$ cat src/rtl/mips_fetch_unit.sv
// MIPS instruction-fetch and next-PC sequencer: owns PC and IR, fetches over a req/ready handshake.
// Optional FETCH_PERF_COUNT_EN builds retired-instruction and fetch-stall counters.
module mips_fetch_unit #(
  parameter logic [31:0] RESET_PC   = 32'h0040_0000,
  parameter logic [31:0] EXC_VECTOR = 32'h8000_0180
) (
  input  logic        clock,
  input  logic        reset,
  output logic        imem_req,
  output logic [31:0] imem_addr,
  input  logic        imem_ready,
  input  logic [31:0] imem_rdata,
  output logic        inst_valid,
  output logic [5:0]  opcode,
  output logic [5:0]  funct,
  output logic [4:0]  rs,
  output logic [4:0]  rt,
  output logic [4:0]  rd,
  output logic [15:0] imm16,
  output logic [31:0] pc,
  output logic [31:0] pc_plus4,
  input  logic [1:0]  control_type,
  input  logic [31:0] rs_data,
  input  logic        except,
  input  logic        issue_ack,
  output logic [31:0] inst_count,
  output logic [31:0] stall_count
);

  typedef enum logic [1:0] {
    IDLE  = 2'd0,
    FETCH = 2'd1,
    ISSUE = 2'd2
  } state_e;

  typedef enum logic [1:0] {
    CT_SEQ    = 2'd0,
    CT_BRANCH = 2'd1,
    CT_JUMP   = 2'd2,
    CT_JR     = 2'd3
  } ctrl_e;

  state_e      state_q, state_d;
  logic [31:0] pc_q, pc_d;
  logic [31:0] ir_q, ir_d;
  logic        req_q, req_d;
  logic        valid_q, valid_d;
  logic [31:0] next_pc;
  logic [31:0] branch_off;

  assign pc_plus4   = pc_q + 32'd4;
  assign branch_off = {{14{ir_q[15]}}, ir_q[15:0], 2'b00};

  always_comb begin
    unique case (ctrl_e'(control_type))
      CT_SEQ:    next_pc = pc_plus4;
      CT_BRANCH: next_pc = pc_plus4 + branch_off;
      CT_JUMP:   next_pc = {pc_plus4[31:28], ir_q[25:0], 2'b00};
      CT_JR:     next_pc = rs_data & 32'hFFFF_FFFC;
      default:   next_pc = pc_plus4;
    endcase
    if (except) next_pc = EXC_VECTOR;
  end

  // NOTE: every always_comb output gets a default first so no path leaves it unassigned and infers a latch.
  always_comb begin
    state_d = state_q;
    pc_d    = pc_q;
    ir_d    = ir_q;
    req_d   = req_q;
    valid_d = valid_q;
    case (state_q)
      IDLE: begin
        state_d = FETCH;
        req_d   = 1'b1;
        valid_d = 1'b0;
      end
      FETCH: begin
        if (imem_ready) begin
          ir_d    = imem_rdata;
          state_d = ISSUE;
          req_d   = 1'b0;
          valid_d = 1'b1;
        end
      end
      ISSUE: begin
        if (issue_ack) begin
          pc_d    = next_pc;
          state_d = FETCH;
          req_d   = 1'b1;
          valid_d = 1'b0;
        end
      end
      default: begin
        state_d = IDLE;
        req_d   = 1'b0;
        valid_d = 1'b0;
      end
    endcase
  end

  // NOTE: sequential state uses non-blocking assignments so every flop samples pre-edge values.
  always_ff @(posedge clock) begin
    if (reset) begin
      state_q <= IDLE;
      pc_q    <= RESET_PC;
      ir_q    <= '0;
      req_q   <= 1'b0;
      valid_q <= 1'b0;
    end else begin
      state_q <= state_d;
      pc_q    <= pc_d;
      ir_q    <= ir_d;
      req_q   <= req_d;
      valid_q <= valid_d;
    end
  end

  assign imem_req   = req_q;
  assign imem_addr  = pc_q;
  assign inst_valid = valid_q;
  assign pc         = pc_q;
  assign opcode     = ir_q[31:26];
  assign rs         = ir_q[25:21];
  assign rt         = ir_q[20:16];
  assign rd         = ir_q[15:11];
  assign imm16      = ir_q[15:0];
  assign funct      = ir_q[5:0];

`ifdef FETCH_PERF_COUNT_EN
  logic [31:0] inst_count_q, inst_count_d;
  logic [31:0] stall_count_q, stall_count_d;

  always_comb begin
    inst_count_d  = inst_count_q;
    stall_count_d = stall_count_q;
    if (state_q == ISSUE && issue_ack)   inst_count_d  = inst_count_q + 32'd1;
    if (state_q == FETCH && !imem_ready) stall_count_d = stall_count_q + 32'd1;
  end

  always_ff @(posedge clock) begin
    if (reset) begin
      inst_count_q  <= '0;
      stall_count_q <= '0;
    end else begin
      inst_count_q  <= inst_count_d;
      stall_count_q <= stall_count_d;
    end
  end

  assign inst_count  = inst_count_q;
  assign stall_count = stall_count_q;
`else
  assign inst_count  = '0;
  assign stall_count = '0;
`endif

endmodule

$ cat config.mk
export PLATFORM = sky130hd
export DESIGN_NAME = mips_fetch_unit
export DESIGN_NICKNAME = d
export VERILOG_FILES = /design/src/rtl/mips_fetch_unit.sv
export SDC_FILE = /design/constraint.sdc
export NUM_CORES = 1
export LEC_CHECK = 0
export ABC_AREA = 1
export CAP_MARGIN = 10
export CORE_ASPECT_RATIO = 1.25
export CORE_MARGIN = 10
export CORE_UTILIZATION = 30
export DETAILED_ROUTE_END_ITERATION = 7
export GPL_TIMING_DRIVEN = 1
export PLACE_DENSITY = 0.61
export SYNTH_ARGS = -nofsm -noshare
export SYNTH_HDL_FRONTEND = slang
export SYNTH_SLANG_ARGS = --single-unit
$ cat constraint.sdc
create_clock -name clock -period 7.5 [get_ports clock]
set_input_delay 1.5 -clock clock [delete_from_list [all_inputs] [get_ports clock]]
set_output_delay 1.5 -clock clock [all_outputs]
set_load 0.02 [all_outputs]
Yosys cells after proc, flatten, opt, wreduce, memory -nomap -nowiden
Cells that the tools add are included.
W data, S select, Z words.
Operators by class
  $add $sub $neg: 2
  equal/unequal tests: 7
  mux-type cells: 11
  reduce and logical (&&, ||, !) cells: 5
Operators by type and width (count)
  $pmux W32 S4: 1
  $add A32 B3 Y32 const B: 1
  $add A32 B32 Y32: 1
  $mux W32: 1
  $eq A2 B2 Y1 const B: 3
  $pmux W2 S3: 1
  $reduce_and A2 Y1: 3
  $eq A2 B1 Y1 const B: 2
  $logic_not A2 Y1: 2
  $mux W1: 4
  $mux W2: 2
  $ne A2 B2 Y1 const B: 2
  $pmux W1 S3: 1
  $pmux W1 S2: 1
Storage, ports and cells
  flip-flop bits (word level): 68
  output and inout port bits: 205
  logic and storage cells: 30
  input port bits: 71

Depth between registers and ports, before layout
Gate-level depths: netlist of run 1.
  depth after elaboration: 4
  gate-level depth with buffers: 23

Worst setup path after synthesis of run 1
Ideal clock, no wire load.
  path type: register to output
  start: reg pc_q[3], in the netlist imem_addr[3]
  end: out pc_plus4[26]
  path slack: 4325 ps
  required time: 6000 ps
  stages on the path, launching flop included: 10
  buffers on the path: 0
  arrival time: 1675 ps
  path through: dfxtp_1 > ha_1 > nand2_1 > nor2_1 > nand2_1 > nor2_4 > nand2_2 > inv_2 > nand2_2 > xor2_2
Between the ends
  word-level cells in the longest chain between the ends: 1
RTL lines
  start, declared: line 44  | logic [31:0] pc_q, pc_d;
  start signal, assigned: line 112  | pc_q <= pc_d;
  $add A32 B3 Y32: line 51  | assign pc_plus4 = pc_q + 32'd4;
  end, declared: line 21  | output logic [31:0] pc_plus4,
No other way between the ends.

Worst setup path in the final report of run 1
  start: reg pc_q[2], in the netlist imem_addr[2]
  end: out pc_plus4[26]
The elaborated chain is that of the path after synthesis.

==> flow_metrics.tcl, run 1 <==
set metrics [dict create \
    run_status "finished, final reports clean" \
    layout_commonest_cell "nand2_1" \
    grt_max_degree 66 \
    worst_hold_path_type "register to register" \
    place_congestion 0.964 \
    synth_top_area_cell "dfxtp_1" \
    p_leak_uw 0.00415 \
    h-tree-depth 3 \
    finalCritPeriodShare_pct 57.4 \
    place_area_sq_mm 0.00870 \
    p_sw_uw 367 \
    synth_compound_area_share_pct 15.4 \
    area_delta_synth_final_pct 29.2 \
    mostFrequentLayoutCells "327 x nand2_1, 203 x clkdlybuf4s50_1, 170 x inv_1" \
    die_width_um 156 \
    synth_xor_area_share_pct 2.50 \
    clk_pin_slew_worst_paths_ps 60 \
    p_per_area_mw_per_mm2 119 \
    cts.sinks 64 \
    initial_core_util_pct 30.4 \
    fp.coreArea_sq_mm 0.0229 \
    hold_violations 0 \
    numPortBuffers 203 \
    grt_setup_unrepaired "no" \
    crit_path_start_kind "register" \
    diodes 0 \
    setup_viol 0 \
    die_h_um 190 \
    cts.path.max_buffers 2 \
    crit_type "register to output pin" \
    wl_mm 29.1 \
    yosys_warnings 0 \
    ys_ff_latch 64 \
    seq_power_share_pct 35.0 \
    grt_use_total_pct 18.9 \
    wire_per_inst_um 18.0 \
    drt-vias-per-instance 4.74 \
    cts_buffers 9 \
    comb_power_share_pct 26.6 \
    clk_latency_ps 340 \
    avgSynthCellArea_sq_um 5.91 \
    netSwitchingFraction_pct 34.2 \
    hold_buffers 0 \
    min_period_ps 4310 \
    final_area_sq_mm 0.00899 \
    nNetsFinal 1433 \
    synth_area_sq_mm 0.00696 \
    synth.area.mux_share_pct 0 \
    skew_ps 11.4 \
    grt_overflow 0 \
    peakVddDrop_mv 0.100 \
    syn_inst 1176 \
    slew_violations 0 \
    slowest_delay_ps 700 \
    tightest_slew_ps 1030 \
    drc 0 \
    finalSetupTns_ps 0 \
    max_slew_margin_pct 31.2 \
    final_antenna_net_count 0 \
    row_count 62 \
    vias 7665 \
    dp_cells 1602 \
    worstPathCellList "ha_1 -> nand2_1 -> nor2_1 -> nand2_1 -> nor2_4 -> nand2_2 -> inv_2 -> nand2_2 -> xor2_2 -> clkdlybuf4s50_1" \
    ioPinCount 276 \
    grt_first_pass_wirelength_mm 43.6 \
    netlist.area_leader.share_pct 18.4 \
    dieArea_sq_mm 0.0297 \
    critPathCaptureType "output pin" \
    cts_root_buffer "clkbuf_16" \
    synth_top_family_by_area "simple AND/OR/NAND/NOR gates" \
    cts_resized 0 \
    cp_data_required_time_ps 6000 \
    dp_hpwl_mm 24.3 \
    nFillCells 2553 \
    cts_tree "yes" \
    cp_slowest_cell "clkdlybuf4s50_1" \
    postCtsSetupRepairBufs 0 \
    drive_gt1_share_pct 4.36 \
    cap_violations 0 \
    crit_path_max_fanout 6 \
    finish.utilization_pct 39.3 \
    cp.arrival_ps 2810 \
    antenna_found_initial 0 \
    synth_fa_ha_area_share_pct 6.76 \
    fin_cells 1618 \
    drt_iter0_markers 576 \
    fmax_mhz 232 \
    synth-simple-area-share_pct 33.8 \
    power_frac_clock_pct 38.4 \
    whs_ps 445 \
    synth_area_leaders "dfxtp_1 18%, nand2_1 18%, buf_4 12%" \
    p_int_uw 705 \
    ys_types 43 \
    grt_pass1_vias 7399 \
    dr.pass1.iters 5 \
    multi_input_area_sq_mm 0.00434 \
    ys_seq_area_share_pct 18.4 \
    seqCellArea_sq_mm 0.00128 \
]
-- final cells by class --
class | instances | area share [%]
clock buffer | 12 | 2.85
tap | 288 | 4.01
timing repair buffer | 208 | 23.0
inverter | 174 | 7.28
multi-input combinational | 868 | 48.2
sequential | 64 | 14.3
clock inverter | 4 | 0.320
-- state kept, by name, summed over array words and instances (netlist names) --
| register | cells |
|---|---|
| ir_q | 32 |
| imem_addr | 30 |
| imem_req | 1 |
| inst_valid | 1 |
-- power by group through the flow --
stage	Clock, uW	Sequential, uW	Combinational, uW
after detailed placement	0	383	282
after global routing	432	377	308
after global placement	0	383	281
after floorplan	0	395	173
after CTS	417	376	283
final	412	375	285
-- final timing paths --
path | start | to | slack (ps) | cells after the start
max | imem_addr[2] | pc_plus4[26] | 3190 | 10
min | ir_q[31] | ir_q[31] | 450 | 2
max reg2reg | imem_addr[2] | imem_addr[16] | 3650 | 19
min reg2reg | ir_q[31] | ir_q[31] | 450 | 2
-- critical path: cells and delay by family (launching register included) --
kind                     cells  cell delay [ps]
adder cells (fa/ha/maj)      1              250
buffers and inverters        2              780
XOR/XNOR                     1              280
AND/OR/NAND/NOR              6              660
flip-flops                   1              470
-- routing by layer --
metal / part of all wire, % / track usage (%) / vias up
met4: 3.5 / 7.89 / 0
met1: 40 / 21.9 / 3405
met5: 0 / 0 / -
li1: - / - / 3878
met3: 9.5 / 5.62 / 40
met2: 47 / 31.6 / 342
-- through the flow --
stage	total power [uW]	setup WS, ps
final	1070	3190
after global routing	1120	3000
after floorplan	568	4320
after CTS	1080	3160
after global placement	664	3060
after detailed placement	665	3070
-- synthesized netlist by cell type, drive strengths merged --
master   number
ha           36
fa            1
or2           9
a21oi        99
inv         172
nand4        12
nor2         81
xnor2         5
nand3b        3
o31ai         1
or3           1
o221ai        2
nand3        78
o21bai        6
and2          5
conb          1
o21ai        71
xor2         14
clkinv        2
nor3         19
dfxtp        64
a31oi         2
o22ai         1
a21o          3
buf         118
nand2       336
o2111ai       4
o211ai        9
clkbuf       21
-- logic make-up (layout without fill, tap and decap cells) --
group,count (synthesis),in the layout
flops,64,64
simple gates,544,544
xor+xnor,19,19
buf+inv,313,398
fa+ha+maj,37,37
compound gates,198,198
other cells,1,70
Power figures use the tool's default switching activity.
==> run 2, diff against run 1 <==
PLACE_DENSITY = 0.63   (was 0.61)
clock period = 3.6 ns   (was 7.5 ns; I/O delays follow)
==> run 2 against run 1 <==
  * Register-to-register slack worse by 3400 ps
  * Worst setup slack lost 3000 ps
  * Sequential share of layout area down 0.36 points
  * Die area unchanged
  * Critical path depth down 2
  * Core utilization rose by 1.1 points
  * Critical endpoint is now pc_plus4[12]
  * Largest cell class unchanged
  * Largest power group unchanged
==> flow_metrics.tcl, run 2 (synthesized netlist as in run 1, its figures left out) <==
set metrics [dict create \
    dp_cells 1628 \
    p_leak_uw 0.00432 \
    hp-start "ir_q[29]" \
    final_antenna_net_count 0 \
    grt_pass1_vias 7525 \
    drt-vias-per-instance 4.74 \
    grt_use_total_pct 18.6 \
    fin_cells 1644 \
    cts_buffers 9 \
    antenna_found_initial 0 \
    grt_max_degree 52 \
    critPathCaptureType "output pin" \
    die_h_um 190 \
    r2r_cells 19 \
    wl_mm 29.1 \
    drive_gt1_share_pct 6.93 \
    cp.depth 8 \
    h-tree-depth 3 \
    p_per_area_mw_per_mm2 248 \
    numPortBuffers 203 \
    crit_path_start_kind "register" \
    rr_endpoint "imem_addr[12]" \
    largest_reg_flops 32 \
    slowest_delay_ps 610 \
    cts_root_buffer "clkbuf_16" \
    skew_ps 9.71 \
    mostFrequentLayoutCells "325 x nand2_1, 203 x clkdlybuf4s50_1, 170 x inv_1" \
    crit_path_max_fanout 5 \
    worstPathCellList "ha_1 -> nand2_1 -> nor2_1 -> nand2_1 -> nor2_4 -> xor2_1 -> buf_4 -> clkdlybuf4s50_1" \
    dieArea_sq_mm 0.0297 \
    cap_violations 0 \
    path_common_cell "nand2_1" \
    drc 0 \
    cp-endpoint "pc_plus4[12]" \
    cts.path.max_buffers 2 \
    fp.coreArea_sq_mm 0.0229 \
    hold_violations 0 \
    grt_overflow 0 \
    die_width_um 156 \
    clk_pin_slew_worst_paths_ps 60 \
    ioPinCount 276 \
    tightest_slew_ps 961 \
    cts.sinks 64 \
    hold_buffers 0 \
    critPathTopFamily "buffers and inverters" \
    finalSetupTns_ps 0 \
    cts_tree "yes" \
    top_register "ir_q" \
    area_delta_synth_final_pct 32.9 \
    layout_commonest_cell "nand2_1" \
    grt_setup_unrepaired "no" \
    nNetsFinal 1459 \
    setup_viol 0 \
    slew_violations 0 \
    grt_first_pass_wirelength_mm 42.9 \
    initial_core_util_pct 30.4 \
    max_slew_margin_pct 35.8 \
    finalCritPeriodShare_pct 94.2 \
    cp.arrival_ps 2670 \
    fmax_mhz 295 \
    cp-startpoint "imem_addr[2]" \
    crit_type "register to output pin" \
    run_status "finished, final reports clean" \
    diodes 0 \
    dr.pass1.iters 5 \
    worst_hold_path_type "register to register" \
    layout_setup_ws_ps 209 \
    wire_per_inst_um 17.7 \
    place_congestion 1.00 \
    dp_hpwl_mm 24.3 \
    r2r-start "imem_addr[2]" \
    row_count 62 \
    drt_iter0_markers 577 \
    rrSetupSlack_ps 260 \
    vias 7796 \
    min_period_ps 3390 \
    dpl_worst_slack_ps 214 \
    cp_data_required_time_ps 2880 \
    path_buf_inv 2 \
    clk_latency_ps 350 \
    cp_slowest_cell "clkdlybuf4s50_1" \
    peakVddDrop_mv 0.290 \
]
-- run 2: worst min path at each step --
stage	end	cells after the start
after floorplan	ir_q[26]	2
after global placement	ir_q[29]	2
after detailed placement	ir_q[29]	2
after CTS	ir_q[29]	2
after global routing	ir_q[29]	2
final	ir_q[29]	2
-- run 2: area by class of cell --
class                   instances  area [sq um]
clock buffers                  11           243
clock inverters                 5          56.3
fillers                      2476         13600
inverters                     174           654
multi-input cells             868          4370
flip-flops and latches         64          1280
well taps                     288           360
repair buffers                234          2280
-- run 2: routing by layer --
metal / global-route usage, % / up-vias / wire (um)
li1: - / 3915 / -
met3: 5.96 / 52 / 2910
met2: 31.9 / 387 / 13600
met4: 7.96 / 0 / 1130
met1: 20.8 / 3442 / 11400
met5: 0 / - / 0
-- run 2: power breakdown --
| group | internal, uW | leakage, uW | switching, uW |
|---|---|---|---|
| logic | 238 | 0.00365 | 370 |
| clock network | 554 | 0.000145 | 352 |
| registers | 741 | 0.000523 | 42.3 |
| total | 1530 | 0.00432 | 764 |
-- run 2: timing repair --
action / 4_1_cts / 5_1_grt
buffers inserted: 0 / 0
endpoints found under the hold margin: 0 / 0
gates resized for setup: 0 / 11
endpoints found under the setup margin: 0 / 10
-- run 2: worst register-to-register path, stage by stage, from the launching register on --
cell and delay [ps]:
dfxtp_1 330, ha_1 210, nand2_1 100, nor2_1 110
nand2_1 100, inv_1 140, nand2_1 90, nor2_1 130
xor2_1 210, inv_1 120, ha_1 360, nand2_1 110
inv_1 60, a21oi_2 190, nand3_2 170, or2_2 310
nand3_1 70, nand3_1 120, o211ai_1 190, a21oi_1 110
-- run 2: stage by stage --
step	hold slack, ps	power, uW	util (%)	area, sq um
finish	446	2300	40.4	9250
global route	462	2390	40.4	9250
CTS	447	2300	40.2	9210
detailed placement	439	1400	38.9	8910
global placement	432	1390	38.9	8910
floorplan	520	1180	-	7210
==> run 3, diff against run 2 <==
PLACE_DENSITY = 0.61   (was 0.63)
clock period = 3.95 ns   (was 3.6 ns; I/O delays follow)
==> run 3 against run 2 <==
  * Power down 5.5%
  * Critical path depth up 11
  * Sequential share of layout area up 0.11 points
  * Clock-buffer cell count down 1
  * First-iteration DRC count down 5.2%
  * Combinational power down 9.9%
  * Via count down 0.67%
  * Final area down 1.0%
  * Core utilization down 0.42 points
  * Largest power group unchanged
==> flow_metrics.tcl, run 3 (synthesized netlist as in run 1, its figures left out) <==
set metrics [dict create \
    crit_type "register to register" \
    largest_reg_flops 32 \
    skew_ps 14.0 \
    setup_viol 0 \
    hold_violations 0 \
    slew_violations 0 \
    dr.pass1.iters 5 \
    ioPinCount 276 \
    cp.arrival_ps 3820 \
    nNetsFinal 1449 \
    final_antenna_net_count 0 \
    h-tree-depth 3 \
    grt_setup_unrepaired "no" \
    totalPowerFinal_uw 2170 \
    grt_first_pass_wirelength_mm 43.3 \
    netSwitchingFraction_pct 32.7 \
    die_h_um 190 \
    dp_hpwl_mm 24.6 \
    grt_busiest_layer "met2" \
    clk_pin_slew_worst_paths_ps 60 \
    diodes 0 \
    drive_gt1_share_pct 5.50 \
    place_congestion 0.943 \
    initial_core_util_pct 30.4 \
    p_per_area_mw_per_mm2 237 \
    layout_commonest_cell "nand2_1" \
    clk_latency_ps 360 \
    cp_data_required_time_ps 4230 \
    cts_root_buffer "clkbuf_16" \
    grt_use_total_pct 18.9 \
    cts_buffers 9 \
    die_width_um 156 \
    numPortBuffers 203 \
    p_leak_uw 0.00426 \
    gr-usage-met2_pct 31.8 \
    drt_iter0_markers 547 \
    max_slew_margin_pct 34.9 \
    finalSetupTns_ps 0 \
    finish.utilization_pct 40.0 \
    grt_pass1_vias 7383 \
    drt-vias-per-instance 4.74 \
    antenna_found_initial 0 \
    grtUsageMet1_pct 21.6 \
    mostFrequentLayoutCells "327 x nand2_1, 203 x clkdlybuf4s50_1, 170 x inv_1" \
    cap_violations 0 \
    crit_path_max_fanout 5 \
    critPathCaptureType "register" \
    worst_hold_path_type "register to register" \
    postCtsSetupRepairBufs 0 \
    drc 0 \
    area_delta_synth_final_pct 31.5 \
    wire_per_inst_um 17.9 \
    grt_overflow 0 \
    run_status "finished, final reports clean" \
    finalCritPeriodShare_pct 89.5 \
    cts_tree "yes" \
    grt_max_degree 65 \
    fp.coreArea_sq_mm 0.0229 \
    crit_path_start_kind "register" \
    comb_power_share_pct 25.2 \
    fmax_mhz 283 \
    wl_mm 29.2 \
    tightest_slew_ps 975 \
    peakVddDrop_mv 0.219 \
    min_period_ps 3530 \
    seq_power_share_pct 32.9 \
    vias 7744 \
    hold_buffers 0 \
    p_int_uw 1460 \
    cts.sinks 64 \
    whs_ps 445 \
    row_count 62 \
    cts.path.max_buffers 2 \
    power_frac_clock_pct 41.9 \
    dieArea_sq_mm 0.0297 \
    top_register "ir_q" \
    cts_resized 0 \
    use_met3_pct 6.23 \
    p_sw_uw 711 \
]
run 3: per-layer routing:
metal,wire length [um],vias to the layer above
met2,13900,343
met4,952,0
met5,0,-
met3,2990,38
met1,11400,3470
li1,-,3893
run 3: cell type report:
cell class	count	area [sq um]
Clock buffer	10	239
Clock inverter	6	91.3
Fill cell	2506	13700
Inverter	174	654
Multi-Input combinational cell	868	4330
Sequential cell	64	1280
Tap cell	288	360
Timing Repair Buffer	224	2190
run 3: worst paths after layout:
| check | from | to | slack [ps] | depth (start not counted) |
|---|---|---|---|---|
| worst min-delay path | ir_q[31] | ir_q[31] | 440 | 2 |
| worst min register to register | ir_q[31] | ir_q[31] | 440 | 2 |
| worst max-delay path | imem_addr[2] | imem_addr[16] | 420 | 19 |
| worst max register to register | imem_addr[2] | imem_addr[16] | 420 | 19 |
run 3: power groups by stage:
stage / clock network (uW) / logic, uW / registers, uW
2_1_floorplan: 0 / 328 / 751
5_1_grt: 943 / 592 / 719
3_3_place_gp: 0 / 540 / 729
6_report: 909 / 548 / 714
3_5_place_dp: 0 / 541 / 729
4_1_cts: 919 / 544 / 715
run 3: critical path: stages, from the launching register on:
cell	delay (ps)
dfxtp_1	330
ha_1	200
nand2_1	100
nor2_1	110
nand2_1	110
inv_1	120
nand2_1	80
nor2_1	150
xor2_1	210
inv_1	120
ha_1	350
nand2_1	110
inv_1	50
a21oi_1	230
nand3_1	250
a21oi_1	250
nor2_1	60
o21bai_1	390
nand2_1	110
a21oi_1	140
run 3: metrics by stage:
step | instances | setup slack [ps] | area (sq um)
floorplan | 1245 | 818 | 7210
global placement | 1618 | 579 | 8820
detailed placement | 1618 | 516 | 8820
CTS | 1634 | 480 | 9150
global route | 1634 | 46.9 | 9150
finish | 1634 | 415 | 9150
